$ cat config.mk
export PLATFORM = sky130hd
export DESIGN_NAME = commit_trace_buffer
export DESIGN_NICKNAME = d
export VERILOG_FILES = /design/src/rtl/commit_trace_buffer.sv
export SDC_FILE = /design/constraint.sdc
export NUM_CORES = 2
export LEC_CHECK = 0
export ABC_AREA = 1
export CAP_MARGIN = 20
export CELL_PAD_IN_SITES_DETAIL_PLACEMENT = 1
export CELL_PAD_IN_SITES_GLOBAL_PLACEMENT = 1
export CORE_MARGIN = 1.5
export CORE_UTILIZATION = 45
export DETAILED_ROUTE_END_ITERATION = 8
export HOLD_SLACK_MARGIN = 0.03
export PLACE_DENSITY = 0.82
export SLEW_MARGIN = 40
export SYNTH_ARGS = -nofsm -noshare
export SYNTH_HDL_FRONTEND = slang
export SYNTH_SLANG_ARGS = --single-unit
$ cat constraint.sdc
create_clock -name clk -period 10.4 [get_ports clk]
set_input_delay 1.04 -clock clk [delete_from_list [all_inputs] [get_ports clk]]
set_output_delay 1.04 -clock clk [all_outputs]
set_load 0.01 [all_outputs]
$ cat src/rtl/commit_trace_buffer.sv
// Retire-trace capture: classifies and numbers retired instructions into a FWFT circular FIFO,
// with retire/cycle counters and a cycle-limit watchdog. Optional macro: TRACE_LOAD_ADDR_EN.
module commit_trace_buffer #(
    parameter int unsigned DATA_W    = 16,
    parameter int unsigned REG_AW    = 4,
    parameter int unsigned DEPTH     = 16,
    parameter int unsigned CNT_W     = 32,
    parameter int unsigned CYC_LIMIT = 100000
) (
    input  logic              clk,
    input  logic              rst_n,
    input  logic              ret_valid,
    input  logic [DATA_W-1:0] ret_pc,
    input  logic              ret_regwrite,
    input  logic [REG_AW-1:0] ret_wreg,
    input  logic [DATA_W-1:0] ret_wdata,
    input  logic              ret_memread,
    input  logic              ret_memwrite,
    input  logic [DATA_W-1:0] ret_addr,
    input  logic [DATA_W-1:0] ret_mdata,
    input  logic              ret_halt,
    input  logic              rd_ready,
    output logic              rd_valid,
    output logic [1:0]        rd_kind,
    output logic [DATA_W-1:0] rd_pc,
    output logic [REG_AW-1:0] rd_reg,
    output logic [DATA_W-1:0] rd_data,
    output logic [DATA_W-1:0] rd_addr,
    output logic [CNT_W-1:0]  rd_inum,
    output logic [CNT_W-1:0]  inst_count,
    output logic [CNT_W-1:0]  cycle_count,
    output logic              halted,
    output logic              timeout,
    output logic              overflow,
    output logic              full
);

    localparam int unsigned PTR_W = $clog2(DEPTH);
    localparam logic [1:0] KIND_OTHER = 2'd0;
    localparam logic [1:0] KIND_REG   = 2'd1;
    localparam logic [1:0] KIND_STORE = 2'd2;
    localparam logic [1:0] KIND_HALT  = 2'd3;
    localparam logic [CNT_W-1:0] CYC_LAST = CNT_W'(CYC_LIMIT - 1);

    typedef enum logic [1:0] {RUN, HALTED, TIMEOUT} state_t;

    typedef struct packed {
        logic [1:0]        kind;
        logic [DATA_W-1:0] pc;
        logic [REG_AW-1:0] reg_idx;
        logic [DATA_W-1:0] data;
        logic [DATA_W-1:0] addr;
        logic [CNT_W-1:0]  inum;
    } rec_t;

    state_t            state_q, state_d;
    rec_t              mem [DEPTH];
    rec_t              rec_in, head;
    logic [PTR_W:0]    wr_ptr, rd_ptr;
    logic [CNT_W-1:0]  cyc_inc, inst_inc;
    logic              push_req, push, pop, drop;

    assign cyc_inc  = (cycle_count == '1) ? cycle_count : cycle_count + CNT_W'(1);
    assign inst_inc = (inst_count  == '1) ? inst_count  : inst_count  + CNT_W'(1);

    // FIFO status: the extra pointer bit tells a full ring from an empty one
    assign rd_valid = (wr_ptr != rd_ptr);
    assign full     = (wr_ptr[PTR_W] != rd_ptr[PTR_W]) &&
                      (wr_ptr[PTR_W-1:0] == rd_ptr[PTR_W-1:0]);
    assign pop      = rd_valid && rd_ready;
    assign push     = push_req && (!full || pop);
    assign drop     = push_req && full && !pop;

    // State register
    always_ff @(posedge clk or negedge rst_n) begin
        if (!rst_n) state_q <= RUN;
        else        state_q <= state_d;
    end

    // Next state; halt outranks the watchdog on the same cycle
    always_comb begin
        state_d  = state_q;
        push_req = 1'b0;
        case (state_q)
            RUN: begin
                push_req = ret_valid;
                if (ret_valid && ret_halt)  state_d = HALTED;
                else if (cyc_inc == CYC_LAST) state_d = TIMEOUT;
            end
            HALTED:  state_d = HALTED;
            TIMEOUT: state_d = TIMEOUT;
            default: state_d = RUN;
        endcase
    end

    // Record classification: halt > regwrite > store > other
    always_comb begin
        rec_in      = '0;
        rec_in.pc   = ret_pc;
        rec_in.inum = inst_count;
        if (ret_halt) begin
            rec_in.kind = KIND_HALT;
        end else if (ret_regwrite) begin
            rec_in.kind    = KIND_REG;
            rec_in.reg_idx = ret_wreg;
            rec_in.data    = ret_wdata;
`ifdef TRACE_LOAD_ADDR_EN
            if (ret_memread) rec_in.addr = ret_addr;
`endif
        end else if (ret_memwrite) begin
            rec_in.kind = KIND_STORE;
            rec_in.data = ret_mdata;
            rec_in.addr = ret_addr;
        end else begin
            rec_in.kind = KIND_OTHER;
        end
    end

`ifndef TRACE_LOAD_ADDR_EN
    logic unused_memread;
    assign unused_memread = ret_memread;
`endif

    // Storage is not reset; validity comes from the pointers
    always_ff @(posedge clk) begin
        if (push) mem[wr_ptr[PTR_W-1:0]] <= rec_in;
    end

    always_ff @(posedge clk or negedge rst_n) begin
        if (!rst_n) begin
            wr_ptr   <= '0;
            rd_ptr   <= '0;
            overflow <= 1'b0;
        end else begin
            if (push) wr_ptr <= wr_ptr + (PTR_W+1)'(1);
            if (pop)  rd_ptr <= rd_ptr + (PTR_W+1)'(1);
            if (drop) overflow <= 1'b1;
        end
    end

    // Counters and terminal-state flags
    always_ff @(posedge clk or negedge rst_n) begin
        if (!rst_n) begin
            inst_count  <= '0;
            cycle_count <= '0;
            halted      <= 1'b0;
            timeout     <= 1'b0;
        end else begin
            if (state_q == RUN) cycle_count <= cyc_inc;
            if (push_req)       inst_count  <= inst_inc;
            halted  <= (state_d == HALTED);
            timeout <= (state_d == TIMEOUT);
        end
    end

    // First-word-fall-through head, zeroed while empty
    assign head    = rd_valid ? mem[rd_ptr[PTR_W-1:0]] : '0;
    assign rd_kind = head.kind;
    assign rd_pc   = head.pc;
    assign rd_reg  = head.reg_idx;
    assign rd_data = head.data;
    assign rd_addr = head.addr;
    assign rd_inum = head.inum;

endmodule

==> qor.csv <==
metric,value,unit
status,"complete, no violations",
hpwl,91.49,mm
p_sw_share,35.10,%
power.density,261.2,nW/um^2
finalClockSkew,0.03834,ns
post-route-drc-count,0,
critPathMaxStageDelay,0.70,ns
total_power,17.62,mW
place_area,62560,sq um
first_global_vias,40427,
rr_startpoint,rd_ptr[2]$_DFFE_PN0P_,
clkPwrFrac,29.9,%
fin_crit_sh,63.19,%
reg2reg_slack,5.54,ns
first_pass_iters,7,
core-area,129300,sq um
cap_violations,0,
synth_cell_type_count,38,
comb_power_share,32.4,%
crit_buf_inv,6,
io_pins,231,
n_fill_cell,12569,
cp-start-kind,flip-flop,
tritoncts,done,
reg2reg_to,mem[15][75]$_DFFE_PP_,
drt_iter0_markers,4286,
synth_seq_cells,1455,
antenna_cells,0,
ir_drop,0.2484,mV
drv_slew,0,
cts_max_level,4,
seq_area,43310,sq um
fmax,152.2,MHz
async_flop_share,5.430,%
end_kind,output port,
syn_inst,4380,
avgSynthCellArea,13.36,sq um
worstSkewPairLatency,0.79,ns
multi_input_area,13780,sq um
via_per_inst,6.037,
fin_nets,4604,
grt_max_degree,130,
timing.slew.headroom,38.69,%
synth_edf_count,1376,
cts_buffers,150,
num_vias,38534,
design.die.area,132200,sq um
final_area,67450,sq um
setup_violations,0,
die_h,363.6,microns
fin_setup_tns,0,ns
ff2ff_path_depth,10,
antenna_found_initial,2,
crit_family,buffers and inverters,
drive_above_1_share,7.649,%
p_leak,22.21,nW
rsz0062_at_grt,no,
detail-route-antenna-nets,0,
cts_resized,0,
cp_data_arrival_time,5.53,ns
track_usage,26.06,%
path_class,flip-flop to output port,
power_switching,6.184,mW
post_drt_wl_per_cell,27.40,microns
ys_warn_count,0,
place.gp.congestion,0.8630,
hold_buffers,0,
syn_area,58520,sq um
finalHoldViolCount,0,
yosysSeqAreaShare,73.99,%
hold_class,primary input to asynchronous set/reset pin,
p_int,11.44,mW
postCtsSetupRepairBufs,0,
crit_chain,buf_12 > inv_8 > buf_6 > buf_16 > buf_4 > nor2_1 > o32ai_1 > nand2_1 > a31oi_1 > clkdlybuf4s50_1,
ys.flop_type,edfxtp_1,
worstMarginPinSlew,0.9196,ns
die_w,363.6,microns
cts-root-buf,clkbuf_16,
clk_pin_slew,0.06,ns
rows,132,
start_util,45.25,%
wirelength,174.9,mm
grt_pass1_wl,257.1,mm
cts_num_sinks,1455,
place.port_buffers,229,
cp_slowest_cell,buf_4,
areaGrowthSynthToFinish,15.27,%
fin_crit,6.572,ns
synth.net_count,4463,
cts_buffer_depth,3,
grt.overflow.total,0,
whs,0.1674,ns
cp_max_fo,118,
power_frac_seq,37.7,%
post-route-util,52.16,%
worstPathRequired,9.36,ns
==> per-stage QoR <==
stage                     instances  worst slack [ns]
after floorplan                4380             4.680
after global placement         6101             4.147
after CTS                      6379             3.704
after global routing           6383             3.651
after detailed placement       6107             4.641
final                          6383             3.828
==> power groups by stage <==
stage | Combinational (mW) | Clock, mW | Sequential (mW)
2_1_floorplan | 3.33 | 0 | 6.64
3_3_place_gp | 5.25 | 0 | 6.80
3_5_place_dp | 5.58 | 0 | 6.76
4_1_cts | 5.68 | 5.31 | 6.64
5_1_grt | 6.09 | 5.50 | 6.65
6_report | 5.71 | 5.27 | 6.64
==> area by class of cell <==
type	instances	share of cell area, %
repair buffers	312	4.732
clock buffers	207	6.036
inverters	64	0.3784
flip-flops and latches	1455	64.21
clock inverters	65	0.9813
multi-input cells	2538	20.44
well taps	1742	3.231
==> worst register-to-register path: cells and delay by family (launching register included) <==
family	cells	cell delay [ns]
AOI/OAI and AO/OA	1	0.38
xor gates and xnor gates	1	0.22
buffers and inverters	4	2.09
DFF	1	0.76
and+or+nand+nor	4	0.94
==> registers in the layout, indices dropped and copies added (netlist names) <==
name	flops
timeout	1
halted	1
wr_ptr	5
overflow	1
mem	1376
rd_ptr	5
cycle_count	32
state_q	2
inst_count	32
==> cells by family after synthesis <==
group	Yosys count	share of synthesized area (%)
xor gates and xnor gates	50	0.7484
DFF	1455	73.99
muxes	135	2.309
AOI/OAI and AO/OA	853	9.889
adders and majority gates	7	0.1497
buffers and inverters	387	2.771
and+or+nand+nor	1493	10.14
==> cell usage after synthesis (5+ instances only) <==
library cell | n | share of area (%)
o32ai_1 | 209 | 3.1
o211ai_1 | 37 | 0.47
xor2_1 | 32 | 0.48
clkinv_1 | 6 | 0.038
o21ai_0 | 368 | 3.1
buf_2 | 33 | 0.28
nor2_1 | 899 | 5.8
mux2i_1 | 135 | 2.3
dfrtp_1 | 79 | 3.4
inv_1 | 53 | 0.34
nor3_1 | 15 | 0.13
nand3b_1 | 10 | 0.13
a21oi_1 | 5 | 0.043
a31oi_1 | 95 | 1.0
edfxtp_1 | 1376 | 71
xnor2_1 | 18 | 0.27
buf_4 | 32 | 0.41
nand4_1 | 15 | 0.16
inv_2 | 5 | 0.032
nand2_1 | 418 | 2.7
nand3_1 | 118 | 1.0
buf_1 | 19 | 0.12
ha_1 | 7 | 0.15
o221ai_1 | 135 | 2.0
clkbuf_1 | 238 | 1.5
==> metal layers <==
| metal | part of all wire (%) | global-route usage (%) |
|---|---|---|
| met4 | 3.3 | 9.714 |
| met2 | 50 | 44.14 |
| met1 | 39 | 33.48 |
| met3 | 7.2 | 4.694 |
| met5 | 0.013 | 0 |
==> cell usage in the layout (no fill, tap or decap), types with 4 or more instances in the layout <==
master,n
a21oi_1,5
a31oi_1,95
buf_12,7
buf_4,40
buf_6,33
bufinv_16,8
clkbuf_1,50
clkbuf_16,153
clkbuf_8,4
clkdlybuf4s50_1,228
clkinv_1,23
clkinv_2,22
dfrtp_1,76
edfxtp_1,1376
ha_1,7
inv_1,52
inv_6,4
mux2i_1,135
nand2_1,418
nand3_1,118
nand3b_1,10
nand4_1,15
nor2_1,860
nor2_2,25
nor2_4,19
nor3_1,15
o211ai_1,37
o21ai_0,367
o221ai_1,135
o32ai_1,209
xnor2_1,18
xor2_1,32
==> worst max path at each step <==
stage                          startpoint                    to  slack (ns)  depth (start not counted)
floorplan                       ret_valid  mem[15][0]$_DFFE_PP_        4.68                          4
global placement    rd_ptr[0]$_DFFE_PN0P_           rd_inum[10]        4.15                          8
detailed placement  rd_ptr[0]$_DFFE_PN0P_            rd_data[5]        4.64                          9
CTS                 rd_ptr[0]$_DFFE_PN0P_            rd_data[7]        3.70                          9
global route        rd_ptr[0]$_DFFE_PN0P_            rd_data[7]        3.65                         10
finish              rd_ptr[0]$_DFFE_PN0P_            rd_data[7]        3.83                         10
Power figures use the tool's default switching activity.
